[src/rtl/accum_pkg.sv]
// Shared types for the arithmetic-series accumulator.
// Holds the controller state encoding and default width.
package accum_pkg;

  localparam int ACCUM_WIDTH = 8;

  typedef enum logic [2:0] {
    IDLE,
    INIT,
    CHECK,
    ADD,
    DONE
  } accum_state_t;

endpackage

[src/rtl/accum_series_proc_if.sv]
// Start/busy/done handshake and operand/result bundle
// for the series accumulator.
interface accum_series_proc_if #(
  parameter int WIDTH = 8
);

  logic             start;
  logic [WIDTH-1:0] n_start;
  logic [WIDTH-1:0] n_end;
  logic [WIDTH-1:0] n_step;
  logic             busy;
  logic             done;
  logic [WIDTH-1:0] o_sum;
  logic             ovf;

  modport master (
    output start,
    output n_start,
    output n_end,
    output n_step,
    input  busy,
    input  done,
    input  o_sum,
    input  ovf
  );

  modport slave (
    input  start,
    input  n_start,
    input  n_end,
    input  n_step,
    output busy,
    output done,
    output o_sum,
    output ovf
  );

endinterface

[src/rtl/accum_datapath.sv]
// Series accumulator datapath: operand latches, running n/sum
// with carry tracking, loop compare and result register.
module accum_datapath #(
  parameter int WIDTH = 8
) (
  input  logic             clk,
  input  logic             rst,
  input  logic             load,
  input  logic             init,
  input  logic             add,
  input  logic             commit,
  input  logic [WIDTH-1:0] n_start_i,
  input  logic [WIDTH-1:0] n_end_i,
  input  logic [WIDTH-1:0] n_step_i,
  output logic             cont_o,
  output logic [WIDTH-1:0] o_sum,
  output logic             ovf
);

  localparam logic [WIDTH-1:0] ONE = {{(WIDTH-1){1'b0}}, 1'b1};

  logic [WIDTH-1:0] start_q, start_d;
  logic [WIDTH-1:0] end_q, end_d;
  logic [WIDTH-1:0] step_q, step_d;
  logic [WIDTH-1:0] n_q, n_d;
  logic [WIDTH-1:0] sum_q, sum_d;
  logic             ovf_int_q, ovf_int_d;
  logic             nwrap_q, nwrap_d;
  logic [WIDTH-1:0] o_sum_q, o_sum_d;
  logic             ovf_q, ovf_d;

  logic [WIDTH:0] sum_ext;
  logic [WIDTH:0] n_ext;

  assign sum_ext = {1'b0, sum_q} + {1'b0, n_q};
  assign n_ext   = {1'b0, n_q} + {1'b0, step_q};

  // nwrap ends the loop so n_end at the max value cannot spin forever
  assign cont_o = (n_q <= end_q) && !nwrap_q;
  assign o_sum  = o_sum_q;
  assign ovf    = ovf_q;

  always_comb begin
    start_d   = start_q;
    end_d     = end_q;
    step_d    = step_q;
    n_d       = n_q;
    sum_d     = sum_q;
    ovf_int_d = ovf_int_q;
    nwrap_d   = nwrap_q;
    o_sum_d   = o_sum_q;
    ovf_d     = ovf_q;
    if (load) begin
      start_d = n_start_i;
      end_d   = n_end_i;
      step_d  = (n_step_i == '0) ? ONE : n_step_i;
    end
    if (init) begin
      n_d       = start_q;
      sum_d     = '0;
      ovf_int_d = 1'b0;
      nwrap_d   = 1'b0;
    end
    if (add) begin
      sum_d     = sum_ext[WIDTH-1:0];
      ovf_int_d = ovf_int_q | sum_ext[WIDTH];
      n_d       = n_ext[WIDTH-1:0];
      nwrap_d   = nwrap_q | n_ext[WIDTH];
    end
    if (commit) begin
      o_sum_d = sum_q;
      ovf_d   = ovf_int_q;
    end
  end

  always_ff @(posedge clk) begin
    if (rst) begin
      start_q   <= '0;
      end_q     <= '0;
      step_q    <= '0;
      n_q       <= '0;
      sum_q     <= '0;
      ovf_int_q <= 1'b0;
      nwrap_q   <= 1'b0;
      o_sum_q   <= '0;
      ovf_q     <= 1'b0;
    end else begin
      start_q   <= start_d;
      end_q     <= end_d;
      step_q    <= step_d;
      n_q       <= n_d;
      sum_q     <= sum_d;
      ovf_int_q <= ovf_int_d;
      nwrap_q   <= nwrap_d;
      o_sum_q   <= o_sum_d;
      ovf_q     <= ovf_d;
    end
  end

endmodule

[src/rtl/accum_series_proc.sv]
// Arithmetic-series accumulator: controller FSM driving one
// datapath; result and overflow held until the next run.
module accum_series_proc
  import accum_pkg::*;
#(
  parameter int WIDTH = ACCUM_WIDTH
) (
  input  logic                 clk,
  input  logic                 rst,
  accum_series_proc_if.slave   bus
);

  accum_state_t state_q, state_d;
  logic busy_q, busy_d;
  logic done_q, done_d;
  logic load, init, add, commit, cont;

  always_comb begin
    state_d = state_q;
    load    = 1'b0;
    init    = 1'b0;
    add     = 1'b0;
    commit  = 1'b0;
    unique case (state_q)
      IDLE: begin
        if (bus.start) begin
          load    = 1'b1;
          state_d = INIT;
        end
      end
      INIT: begin
        init    = 1'b1;
        state_d = CHECK;
      end
      CHECK: begin
        // result is committed on entry so it is valid with done
        if (cont) begin
          state_d = ADD;
        end else begin
          commit  = 1'b1;
          state_d = DONE;
        end
      end
      ADD: begin
        add     = 1'b1;
        state_d = CHECK;
      end
      DONE:    state_d = IDLE;
      default: state_d = IDLE;
    endcase
    busy_d = (state_d != IDLE);
    done_d = (state_d == DONE);
  end

  always_ff @(posedge clk) begin
    if (rst) begin
      state_q <= IDLE;
      busy_q  <= 1'b0;
      done_q  <= 1'b0;
    end else begin
      state_q <= state_d;
      busy_q  <= busy_d;
      done_q  <= done_d;
    end
  end

  assign bus.busy = busy_q;
  assign bus.done = done_q;

  accum_datapath #(
    .WIDTH (WIDTH)
  ) u_dp (
    .clk       (clk),
    .rst       (rst),
    .load      (load),
    .init      (init),
    .add       (add),
    .commit    (commit),
    .n_start_i (bus.n_start),
    .n_end_i   (bus.n_end),
    .n_step_i  (bus.n_step),
    .cont_o    (cont),
    .o_sum     (bus.o_sum),
    .ovf       (bus.ovf)
  );

endmodule

[src/flat_wrapper.sv]
// flat-port wrapper written by rule: the top's interface ports become plain ports
module accum_series_proc_flat import accum_pkg::*;
#(
  parameter int WIDTH = ACCUM_WIDTH
)
  (clk, rst, bus_start, bus_n_start, bus_n_end, bus_n_step, bus_busy, bus_done, bus_o_sum, bus_ovf);
  accum_series_proc_if #(.WIDTH(WIDTH)) bus_i ();
  input  logic clk;
  input  logic rst;
  input wire logic [$bits(bus_i.start)-1:0] bus_start;
  input wire logic [$bits(bus_i.n_start)-1:0] bus_n_start;
  input wire logic [$bits(bus_i.n_end)-1:0] bus_n_end;
  input wire logic [$bits(bus_i.n_step)-1:0] bus_n_step;
  output wire logic [$bits(bus_i.busy)-1:0] bus_busy;
  output wire logic [$bits(bus_i.done)-1:0] bus_done;
  output wire logic [$bits(bus_i.o_sum)-1:0] bus_o_sum;
  output wire logic [$bits(bus_i.ovf)-1:0] bus_ovf;
  assign bus_i.start = bus_start;
  assign bus_i.n_start = bus_n_start;
  assign bus_i.n_end = bus_n_end;
  assign bus_i.n_step = bus_n_step;
  assign bus_busy = bus_i.busy;
  assign bus_done = bus_i.done;
  assign bus_o_sum = bus_i.o_sum;
  assign bus_ovf = bus_i.ovf;
  accum_series_proc #(.WIDTH(WIDTH)) u_core (.clk(clk), .rst(rst), .bus(bus_i));
endmodule
[config.mk]
export PLATFORM = sky130hd
export DESIGN_NAME = accum_series_proc_flat
export DESIGN_NICKNAME = d
export VERILOG_FILES = /design/src/rtl/accum_pkg.sv /design/src/rtl/accum_series_proc_if.sv /design/src/rtl/accum_datapath.sv /design/src/rtl/accum_series_proc.sv /design/src/flat_wrapper.sv
export SDC_FILE = /design/constraint.sdc
export NUM_CORES = 1
export LEC_CHECK = 0
export BUFFER_PORTS_ARGS = -buffer_cell sky130_fd_sc_hd__buf_2
export CORE_ASPECT_RATIO = 1.2
export CORE_MARGIN = 2
export CORE_UTILIZATION = 35
export CTS_CLUSTER_DIAMETER = 50
export DETAILED_ROUTE_END_ITERATION = 10
export GPL_TIMING_DRIVEN = 1
export SYNTH_ARGS = -nofsm -noshare
export SYNTH_HDL_FRONTEND = slang
export SYNTH_HIERARCHICAL = 1
export SYNTH_SLANG_ARGS = --single-unit
export TNS_END_PERCENT = 1
[constraint.sdc]
create_clock -name clk -period 2.05 [get_ports clk]
set_input_delay 0.1025 -clock clk [delete_from_list [all_inputs] [get_ports clk]]
set_output_delay 0.1025 -clock clk [all_outputs]
set_load 0.05 [all_outputs]
==> results of run 1 <==
-- state kept, by name (all words and copies together) (netlist names) --
name and cells:
u_core/u_dp/end_q 8, u_core/state_q 3, u_core/u_dp/start_q 8, u_core/u_dp/step_q 8, u_core/u_dp/o_sum 8, u_core/u_dp/nwrap_q 1, u_core/u_dp/n_q 8, u_core/bus.busy 1
u_core/u_dp/sum_q 8, u_core/u_dp/ovf_int_q 1, u_core/u_dp/ovf 1, u_core/bus.done 1
-- per-layer routing --
metal  GRT usage (%)  routed length (um)
met1            18.8                3020
met2            26.5                3130
met3            2.46                 172
met4            3.61                  63
met5               0                   0
-- timing repair --
item	CTS	global route
buffers inserted	1	0
setup endpoints to repair	11	13
resized for setup	16	4
pin swaps	6	3
cloned	1	0
-- per-stage QoR --
| stage | hold slack [ns] | power (uW) | TNS [ns] | setup slack, ns | std cells |
|---|---|---|---|---|---|
| 2_1_floorplan | 0.167 | 1710 | 0 | 0.00865 | 311 |
| 3_3_place_gp | 0.335 | 1910 | -0.746 | -0.0959 | 451 |
| 3_5_place_dp | 0.347 | 1930 | -1.24 | -0.141 | 451 |
| 4_1_cts | 0.0225 | 2620 | -0.761 | -0.0895 | 460 |
| 5_1_grt | 0.0302 | 2750 | -1.71 | -0.182 | 460 |
| 6_report | 0.0255 | 2590 | -0.167 | -0.0296 | 460 |
-- cell type report --
| class | instances | area, um^2 |
|---|---|---|
| fillers | 771 | 4550 |
| multi-input cells | 228 | 1720 |
| flip-flops and latches | 56 | 1130 |
| repair buffers | 62 | 405 |
| well taps | 95 | 119 |
| clock buffers | 7 | 96.3 |
| inverters | 12 | 45.0 |
-- layout by cell type (no fill, tap or decap), types with 4 or more instances in the layout --
master / instances
nor2_1: 50
o21ai_0: 13
mux2i_1: 36
buf_4: 21
a211oi_1: 12
xnor2_1: 4
dfxtp_1: 53
buf_2: 37
inv_1: 10
a21oi_1: 17
clkbuf_8: 7
xor2_1: 5
nor3b_1: 4
nor3_1: 8
nand2_1: 7
ha_1: 23
-- cells by family after synthesis --
family | after synthesis
XOR/XNOR | 9
adder cells (fa/ha/maj) | 26
multiplexers | 37
AO/OA/AOI/OAI | 65
buffers and inverters | 27
flip-flops | 56
AND/OR/NAND/NOR | 91
-- power by group through the flow --
stage          combinational [uW]  sequential (uW)  clock, uW
2_1_floorplan                 465             1250          0
5_1_grt                       784             1250        714
3_5_place_dp                  663             1260          0
6_report                      705             1240        649
4_1_cts                       697             1240        677
3_3_place_gp                  652             1260          0
-- worst max path at each step --
| stage | startpoint | to |
|---|---|---|
| final | u_core/u_dp/end_q[1] | u_core/u_dp/o_sum[2] |
| after global routing | u_core/u_dp/end_q[1] | u_core/u_dp/o_sum[7] |
| after CTS | u_core/u_dp/n_q[1] | u_core/u_dp/o_sum[2] |
| after detailed placement | u_core/u_dp/n_q[0] | u_core/u_dp/ovf_int_q |
| after global placement | u_core/u_dp/n_q[0] | u_core/u_dp/ovf_int_q |
| after floorplan | u_core/u_dp/end_q[1] | u_core/u_dp/o_sum[1] |
-- worst reg2reg max path: stages, from the launching register on --
cell	delay, ns
dfxtp_2	0.34
inv_2	0.04
ha_4	0.25
nor2b_1	0.11
o211ai_1	0.10
a21oi_2	0.12
o22a_1	0.16
nor2_2	0.05
nand2b_4	0.15
nor3_4	0.20
buf_6	0.18
mux2i_1	0.20
nor2_1	0.05
==> results.txt, run 1 <==
The run finished, with violations left. The final reports fail on negative setup slack. The adder-cell share of the synthesized area came out at a little under an eighth. The aggregate global-route resource usage is between 10% and 20%.

STA classifies the critical path startpoint as a register. The proportion of power drawn by the clock network is 25.0%. The most common cell in the synthesized netlist is dfxtp_1. The area after detailed placement came out at around 0.0033 mm^2. The final critical delay including setup and external delays is 2.08 ns. The relative contribution of combinational cells to total power is between 20% and 30%. Dividing the detail-routed via count by the number of cells gives roughly 5. In this run the tightest slew margin relative to its limit is ~47%. The power per cell area is 738 mW/mm^2.

In this run the critical register-to-register path is captured at u_core/u_dp/o_sum[2]. The biggest fanout along the worst timing path came out at 5. The final max-slew violation count came to 0. The initial antenna violation count is 0.

Setup repair after global routing could not meet its margin everywhere. The share of power burned in registers is a little under half. Walking the worst path, the cells encountered are inv_2 -> ha_4 -> nor2b_1 -> o211ai_1 -> a21oi_2 -> o22a_1 -> nor2_2 -> nand2b_4 -> nor3_4 -> buf_6 -> mux2i_1 -> nor2_1. The initial detailed-routing violation count came out at 97. The horizontal die dimension came out at 86.9 um. The xor and xnor fraction of the mapped netlist area is approximately 2.7%. The gate count of the mapped netlist is 311. The fraction of post-synthesis cell area in the top cell type by area came out at around two fifths. Yosys mapped a number of flops with a built-in enable equal to 0. The largest buffer count on any clock path is 2.

The maximum number of pins on one net before global-route repair is 43. The number of remaining DRC errors is 0. The floorplan die area came out at between 0.008 and 0.009 mm^2. The combinational family with the most area after synthesis is compound AO/OA/AOI/OAI gates. The worst path setup slack after routing came out at -0.0296 ns. From synthesis to final layout, the design area changed by 21.9%.

The peak clock frequency supported by timing came out at 0.481 GHz. The number of cells on the worst reg-to-reg path came out at 12. In the post-synthesis netlist, the biggest area contributors are dfxtp_1, mux2i_1, ha_1. At the end of the flow the core is filled with cells to 43.6%. The mean instance size in the synthesized netlist came out at just over 9 um^2.

The number of hold violations in the final report is 0. During synthesis, Yosys emitted a total of 6 warnings. The post-synthesis share of cell area spent on and, or, nand and nor gates came out at ~15%. In this run the most critical hold path is launched from bus_n_start[7]. The routability congestion estimate from global placement came out at 0.783. The quantity of I/O buffers inserted on ports came out at 37. For this design the top-level I/O count stands at 38. Summing over every cut layer, the via total after detailed routing is around 2,300. The share of synthesized registers carrying an async set or reset is 0%. The fraction of the mapped netlist area in compound gates came out at 15.2%.

The post-route netlist has 24.4% of its cells at a drive strength greater than 1. STA classifies the critical path endpoint as a register. The most common flop cell mapped by yosys is dfxtp_1.

The antenna cell count came out at 0. The number of distinct library cell variants in the gate-level netlist after synthesis came out at 43. The final design instance area without fill came out at between 0.003 and 0.004 mm^2. The count of standard-cell rows came out at 36. The core region is about 0.008 mm^2.

The number of violations of the max-capacitance limit is 0. The cell family with the largest share of critical-path delay is simple AND/OR/NAND/NOR gates. The internal power of the cells totals ~1800 uW.

The via count of the first global-routing pass came out at roughly 2,300. The H-tree was split into 2 levels. Dividing the detail-routed wire length by the instance count gives around 14 um. For flop-to-flop paths, the worst setup slack is -0.03 ns.

The count of nets after finishing is between 400 and 500. The first TritonRoute pass finished after 4 iterations. The cell area after technology mapping is 0.00288 mm^2. IR analysis of the VDD net gives a maximum drop of roughly 0.00036 V. Buffers inserted to repair hold after CTS numbered 0. From bottom edge to top edge, the die measures approximately 100 um. The effective utilization at floorplan came out at 35.8%. The clock skew after layout came out at 0.00736 ns. The number of buffers and inverters on the critical path is 2. After legalization and detailed placement, the total HPWL measured 4.65 mm.

The fraction of the cycle the final worst path needs is 101%. The cell taking the most area after synthesis is dfxtp_1. The class of the most critical hold timing path is input port to register. The proportion of synthesized chip area in sequential cells is about two fifths. The post-CTS clock slew at the launch and capture registers of the worst setup and hold paths came out at 0.10 ns. The proportion of total power due to net switching is between 20% and 30%.

The total nets after synthesis came out at 364. The largest stage delay on the critical path came out at 0.34 ns. The slowest stage of the critical path is the dfxtp_2 cell. The critical path is of the register to register type. The clock buffer count from CTS is 5. The static leakage came out at between 0.0015 and 0.002 uW. The remaining antenna violation count is 0. The final number of setup-violating endpoints came out at 7. Ranked by instance count, the synthesized netlist is headed by dfxtp_1, nor2_1, mux2i_1, ha_1, a21oi_1. The slew of the pin with the lowest slew margin is 0.800 ns. The insertion delay to the later sink of the worst-skew pair is approximately 0.3 ns. The arrival time reported for the critical path endpoint came out at 2.25 ns. The endpoint of the worst hold path is u_core/u_dp/start_q[7]. The share of cell area taken by muxes after synthesis is roughly 13%. The wire length of the first global-routing pass came out at approximately 11 mm.

The total wirelength of the detailed-routed design came out at around 6.4 mm. Counting every sink on the clock net gives between 50 and 60. At the worst endpoint, the required time is between 2 and 2.5 ns.

TritonCTS built the clock tree. The critical register-to-register path startpoint is u_core/u_dp/end_q[1]. Clock tree synthesis selected as its root buffer the cell clkbuf_8. Summed over all nets, the switching power comes to 774 uW.

The cell depth of the worst min-delay path is 3. In this run, synthesis produced a sequential element count of 56. The remaining global-route overflow came out at 0. The critical path depth in cells came out at 12.
No activity file was read; power rests on OpenSTA's default activity.
==> run 2: changes to the inputs <==
RECOVER_POWER = 25   (was default)
==> run 2 against run 1 <==
  * The run still ends with negative setup slack left
  * Sequential share of layout area barely moved
  * Maximum frequency barely moved
  * Die area unchanged
  * Combinational power is essentially flat
  * Wire length is essentially flat
  * First-iteration DRC count is the same
  * Sequential power barely moved
  * Via count decreased by 0.17%
  * Flip-flop and latch count unchanged
  * Critical endpoint unchanged
  * Largest cell class unchanged
  * Largest power group unchanged
  * Highest routed layer unchanged
==> results.txt, run 2 (synthesis results as in run 1) <==
The run finished, with violations left. The checks that failed: negative setup slack. In this run the critical register-to-register path is launched from u_core/u_dp/end_q[1]. The worst hold path begins at bus_n_start[7]. The final critical delay including setup and external delays was 2.08 ns (+0.0000313 ns). TritonCTS built the clock tree.

The floorplan die area came to 0.00899 mm^2 (unchanged). The area after detailed placement came out at 0.00333 mm^2 (unchanged). The post-CTS clock slew at the launch and capture registers of the worst setup and hold paths is 0.10 ns (about the same).

The maximum VDD drop came out at 0.000356 V (about the same). The sum of net half-perimeters after detailed placement came out at 4.65 mm (unchanged). The number of fillers in the final layout is 771 (unchanged). The horizontal die dimension is 86.9 um (unchanged). The total wirelength of the detailed-routed design is 6.38 mm (about the same). The quantity of I/O buffers inserted on ports is 37 (unchanged). The fraction of the cycle the final worst path needs is 101% (about the same). The maximum number of pins on one net before global-route repair is 43 (unchanged).

The final number of setup-violating endpoints came out at 7 (unchanged). The root buffer cell chosen for the clock tree is clkbuf_8. The number of H-tree levels came to 2 (unchanged). The via total after detailed routing is 2,325 (-0.17%). The final max-slew violation count is 0 (unchanged). The arrival time reported for the critical path endpoint was 2.25 ns (about the same).

The aggregate global-route resource usage came out at 14.9% (unchanged). The post-place setup slack was -0.141 ns (unchanged). The via count of the first global-routing pass is 2,277 (unchanged). The initial antenna violation count is 0 (unchanged). The number of remaining DRC errors came out at 0 (unchanged).

The top cell types in the final layout, fill and taps aside, are dfxtp_1, nor2_1, mux2i_1. The class of the most critical hold timing path is input port to register. The number of hold violations in the final report came to 0 (unchanged).

The start point of the critical path is u_core/u_dp/end_q[1]. The slew of the pin with the lowest slew margin came out at 0.800 ns (+0.000000358 ns). Setup repair after global routing could not meet its margin everywhere. The wire length of the first global-routing pass is 10.7 mm (unchanged).

The normalized max-slew margin came to 46.6% (unchanged). The clock skew after layout came to 0.00736 ns (unchanged). The biggest fanout along the worst timing path came out at 5 (unchanged).

The standard cell core area came out at 0.00806 mm^2 (unchanged). The routed wire length per instance is 13.9 um (about the same). The routability congestion estimate from global placement came out at 0.783 (unchanged). The effective utilization at floorplan came out at 35.8% (unchanged). The remaining antenna violation count is 0 (unchanged). The number of vias per cell after detailed routing came out at 5.05 (-0.17%).

The largest buffer count on any clock path came out at 2 (unchanged). STA classifies the critical path endpoint as a register. The area growth from synthesis to layout came out at 21.7%.

The worst path setup slack after routing was -0.0296 ns (-0.0000313 ns). The data required time of the critical path came to 2.22 ns (about the same). The worst setup path is of the register to register kind.

The insertion delay to the later sink of the worst-skew pair was 0.30 ns (about the same). The remaining global-route overflow came out at 0 (unchanged). The static leakage came to 0.00152 uW (-0.79%).

The power per cell area is 739 mW/mm^2 (about the same). The number of clock sinks came out at 56 (unchanged). The die span in y was 103 um (unchanged).

The antenna cell count came out at 0 (unchanged). The number of violations of the max-capacitance limit came out at 0 (unchanged). The final design instance area without fill is 0.00351 mm^2 (-0.11%).

The clock buffer count from CTS was 5 (unchanged). The number of optimization iterations in the first detailed-route pass came out at 4 (unchanged). The initial detailed-routing violation count came out at 97 (unchanged).

The startpoint type of the worst setup path is a register. The count of nets after finishing came out at 418 (unchanged). The count of standard-cell rows is 36 (unchanged).

Leaving out fill and tap cells, the most frequent cell in the layout is dfxtp_1. The count of pins on the block boundary is 38 (unchanged). The ratio of cells with drive above 1 in the final layout was 23.6% (-0.82 points). The peak clock frequency supported by timing came out at 0.481 GHz (about the same).
==> run 2: per-layer routing <==
metal / GRT usage [%] / vias up / share of wire [%]
met5: 0 / - / 0
met4: 3.61 / 0 / 0.99
met3: 2.46 / 5 / 2.7
met2: 26.5 / 33 / 49
met1: 18.8 / 1079 / 47
li1: - / 1208 / -
==> run 2: stage by stage <==
stage | cells | setup TNS [ns] | util (%) | hold WS (ns) | power [uW]
6_report | 460 | -0.167 | 43.5 | 0.0255 | 2590
5_1_grt | 460 | -1.71 | 43.5 | 0.0302 | 2750
4_1_cts | 460 | -0.761 | 43.4 | 0.0225 | 2620
3_5_place_dp | 451 | -1.24 | 41.3 | 0.347 | 1930
3_3_place_gp | 451 | -0.746 | 41.3 | 0.335 | 1910
2_1_floorplan | 311 | 0 | - | 0.167 | 1710
==> run 2: final timing paths <==
| path | slack, ns | cells past startpoint | to |
|---|---|---|---|
| max | -0.03 | 12 | u_core/u_dp/o_sum[2] |
| min reg2reg | 0.50 | 2 | u_core/u_dp/step_q[0] |
| min | 0.03 | 3 | u_core/u_dp/start_q[7] |
| max reg2reg | -0.03 | 12 | u_core/u_dp/o_sum[2] |
==> run 2: worst max-delay path, cell delays in order (launching register included) <==
cell and delay [ns]:
dfxtp_2 0.34, inv_2 0.04, ha_4 0.25, nor2b_1 0.11, o211ai_1 0.10, a21oi_2 0.12, o22a_1 0.16, nor2_2 0.05
nand2b_4 0.15, nor3_4 0.20, buf_6 0.18, mux2i_1 0.20, nor2_1 0.05
==> run 2: layout make-up <==
type | count | area [um^2] | share of cell area [%]
inverters | 12 | 45.0 | 1.28
repair buffers | 62 | 402 | 11.4
well taps | 95 | 119 | 3.39
clock buffers | 7 | 96.3 | 2.74
multi-input cells | 228 | 1720 | 49.0
flip-flops and latches | 56 | 1130 | 32.1
==> run 2: where the power goes <==
part | leakage (uW) | switching (uW) | internal [uW]
sequential | 0.000458 | 73.2 | 1170
combinational | 0.00101 | 355 | 349
clock | 0.0000503 | 347 | 302
==> run 2: timing repair <==
item,4_1_cts,5_1_grt
buffers inserted,1,0
pin swaps,6,3
hold buffers,0,0
gates cloned,1,0
resized for setup,16,4
setup endpoints to repair,11,13
endpoints found under the hold margin,0,0
==> run 3: changes to the inputs <==
clock period = 1.8 ns   (was 2.05 ns; I/O delays follow)
==> run 3 against run 2 <==
  * Sequential power grew 14%
  * Non-clock buffer count is 15 higher
  * Combinational power up 24%
  * Die area stayed put
  * Flip-flop and latch count stayed put
  * Worst setup slack lost 0.22 ns
  * Highest routed layer unchanged
  * Critical endpoint is now u_core/u_dp/o_sum[7]
  * Cell area up 3.2%
  * Final cell count is 3.5% higher
  * Hold slack worse by 0.015 ns
  * The flow still finishes with violations (negative setup slack)
==> results.txt, run 3 (synthesis results as in run 1) <==
The number of hold violations in the final report is 0 (unchanged). The number of remaining DRC errors came to 0 (unchanged). The sum of net half-perimeters after detailed placement came out at 4.97 mm (+6.7%). The remaining global-route overflow is 0 (unchanged). The initial detailed-routing violation count was 92 (-5.2%).

The run finished, with violations left. The normalized max-slew margin was 59.9% (+13 points). The initial antenna violation count is 0 (unchanged). The insertion delay to the later sink of the worst-skew pair came out at 0.30 ns (about the same).

The buffer cell driving the clock tree root is clkbuf_8. The number of H-tree levels came out at 2 (unchanged). The data required time of the critical path came out at 1.99 ns (-0.23 ns). The number of fillers in the final layout came out at 801 (+3.9%). The worst setup path is launched from a register. The sequential cell area in the final layout is 0.00113 mm^2 (+0.22%). The clock skew after layout came out at 0.00590 ns (-0.00146 ns). The met2 track utilization from global routing is 26.2% (-0.29 points). The number of optimization iterations in the first detailed-route pass is 4 (unchanged). The final critical delay including setup and external delays is 2.05 ns (-0.0262 ns). The checks that failed: negative setup slack. The clock buffer count from CTS is 5 (unchanged). The ratio of cells with drive above 1 in the final layout is 26.0% (+2.4 points). The aggregate global-route resource usage is 15.2% (+0.25 points). The number of buffers added to fix hold violations after cts is 0 (unchanged).

The routability congestion estimate from global placement is 0.833 (+6.3%). The floorplan die area was 0.00899 mm^2 (unchanged). The most crowded layer after global routing is met2. The maximum VDD drop was 0.000444 V (+25%).

The routed wire length per instance is 13.6 um (-1.7%). The aggregate negative setup slack came out at -2.62 ns (-2.45 ns). The final max-slew violation count is 0 (unchanged). The via count of the first global-routing pass came out at 2,296 (+0.83%). The post-route core utilization was 45.0% (+1.4 points). Setup repair after global routing could not meet its margin everywhere. The top cell types in the final layout, fill and taps aside, are dfxtp_1, nor2_1, buf_4, mux2i_1, buf_2. The number of violations of the max-capacitance limit is 0 (unchanged). The fraction of the cycle the final worst path needs came out at 114% (+13 points). The final number of setup-violating endpoints came to 13 (+6). The worst path setup slack after routing is -0.253 ns (-0.224 ns). The wire length of the first global-routing pass came out at 10.9 mm (+1.3%). The library cell used most frequently in the layout, excluding fill and tap cells, is dfxtp_1. The count of pins on the block boundary came out at 38 (unchanged). The area of the multi-input gates came out at 0.00174 mm^2 (+1.0%). The standard cell core area came out at 0.00806 mm^2 (unchanged). The number of buffers inserted by post-CTS setup repair was 0 (-1). The maximum number of pins on one net before global-route repair is 27 (-37%). The post-CTS clock slew at the launch and capture registers of the worst setup and hold paths came to 0.10 ns (about the same). The count of nets after finishing came to 433 (+3.6%).

The worst setup path is captured at a register. The largest stage delay on the critical path came to 0.39 ns (+0.05 ns). The path class of the tightest hold or removal check is input port to register. The arrival time reported for the critical path endpoint came out at 2.25 ns (about the same). The via total after detailed routing came out at 2,415 (+3.9%).

The antenna cell count is 0 (unchanged). The worst setup path is of the register to register kind. The slew of the pin with the lowest slew margin came out at 0.604 ns (-0.197 ns). TritonCTS built the clock tree.

The peak clock frequency supported by timing came out at 0.487 GHz (+1.3%). The overall power consumption is 2990 uW (+15%). The met1 routing resource usage after global routing came out at 19.4% (+0.54 points). The count of standard-cell rows came to 36 (unchanged). The die span in y came out at 103 um (unchanged). The number of vias per cell after detailed routing is 5.07 (+0.38%). The remaining antenna violation count was 0 (unchanged).

The horizontal die dimension came out at 86.9 um (unchanged). The total wirelength of the detailed-routed design is 6.50 mm (+1.8%). On the critical path, the stage with the largest delay is an instance of dfxtp_4. The largest buffer count on any clock path is 2 (unchanged). The number of clock sinks was 56 (unchanged). The power per cell area is 825 mW/mm^2 (+12%). From synthesis to final layout, the design area changed by 25.7%.

The quantity of I/O buffers inserted on ports came to 37 (unchanged). The effective utilization at floorplan came out at 35.8% (unchanged). Walking the worst path, the cells encountered are ha_4 -> nor2b_4 -> o211ai_1 -> a21oi_1 -> o22a_1 -> nor2_2 -> nand2b_4 -> nor3_4 -> buf_6 -> mux2i_1 -> nor2_1. The met3 track demand over resource in global routing came to 2.78% (+0.32 points). The static leakage was 0.00158 uW (+3.6%).

The biggest fanout along the worst timing path is 9 (+4).
-- run 3: changes by cell type in the layout (fill, tap and decap cells not counted), moves of 2 or more --
| cell | previous run | this run |
|---|---|---|
| buf_4 | 21 | 37 |
| clkbuf_1 | 3 | 12 |
| buf_2 | 34 | 27 |
| o21ai_0 | 13 | 10 |
| o21ai_1 | 1 | 4 |
| dfxtp_1 | 53 | 51 |
| dfxtp_2 | 2 | 4 |
| ha_1 | 23 | 21 |
| ha_2 | 0 | 2 |
| o21bai_1 | 3 | 1 |
| o21bai_2 | 0 | 2 |
-- run 3: where the power goes --
group / leakage (uW) / total, uW / internal [uW] / switching [uW]
Clock: 0.0000455 / 710 / 315 / 395
Combinational: 0.00107 / 875 / 451 / 424
Sequential: 0.000459 / 1410 / 1330 / 74.8
-- run 3: cell type report --
cell class | count | share of cell area, %
multi-input cells | 228 | 48.0
well taps | 95 | 3.28
flip-flops and latches | 56 | 31.2
clock buffers | 8 | 2.49
repair buffers | 77 | 13.8
inverters | 12 | 1.24
-- run 3: metrics by stage --
step           hold slack, ns  cells  worst slack (ns)  cell area (um^2)
4_1_cts               0.00842    476            -0.239              3610
6_report               0.0104    476            -0.253              3620
3_3_place_gp            0.324    468            -0.214              3500
2_1_floorplan           0.154    311            -0.127              2930
5_1_grt                0.0100    476            -0.433              3620
3_5_place_dp            0.331    468            -0.275              3500
-- run 3: final timing paths --
kind / startpoint / to / depth (start not counted) / slack [ns]
min: bus_n_end[5] / u_core/u_dp/end_q[5] / 3 / 0.01
max reg2reg: u_core/u_dp/n_q[1] / u_core/u_dp/o_sum[7] / 11 / -0.25
max: u_core/u_dp/n_q[1] / u_core/u_dp/o_sum[7] / 11 / -0.25
min reg2reg: u_core/u_dp/sum_q[6] / u_core/u_dp/sum_q[6] / 2 / 0.49
-- run 3: critical path, delay by kind of cell (launching register included) --
| kind | cells | cell delay (ns) |
|---|---|---|
| flops | 1 | 0.39 |
| simple gates | 5 | 0.48 |
| buf+inv | 1 | 0.18 |
| fa+ha+maj | 1 | 0.27 |
| compound gates | 3 | 0.43 |
| mux | 1 | 0.19 |
-- run 3: routing by layer --
| metal | share of wire [%] | wire length [um] |
|---|---|---|
| met5 | 0 | 0 |
| met2 | 50 | 3220 |
| met4 | 1.1 | 73 |
| met3 | 3.4 | 218 |
| met1 | 46 | 2980 |
-- run 3: repair_timing --
action,in CTS,in global routing
gates resized for setup,8,11
pin swaps,0,3
endpoints found under the setup margin,15,22
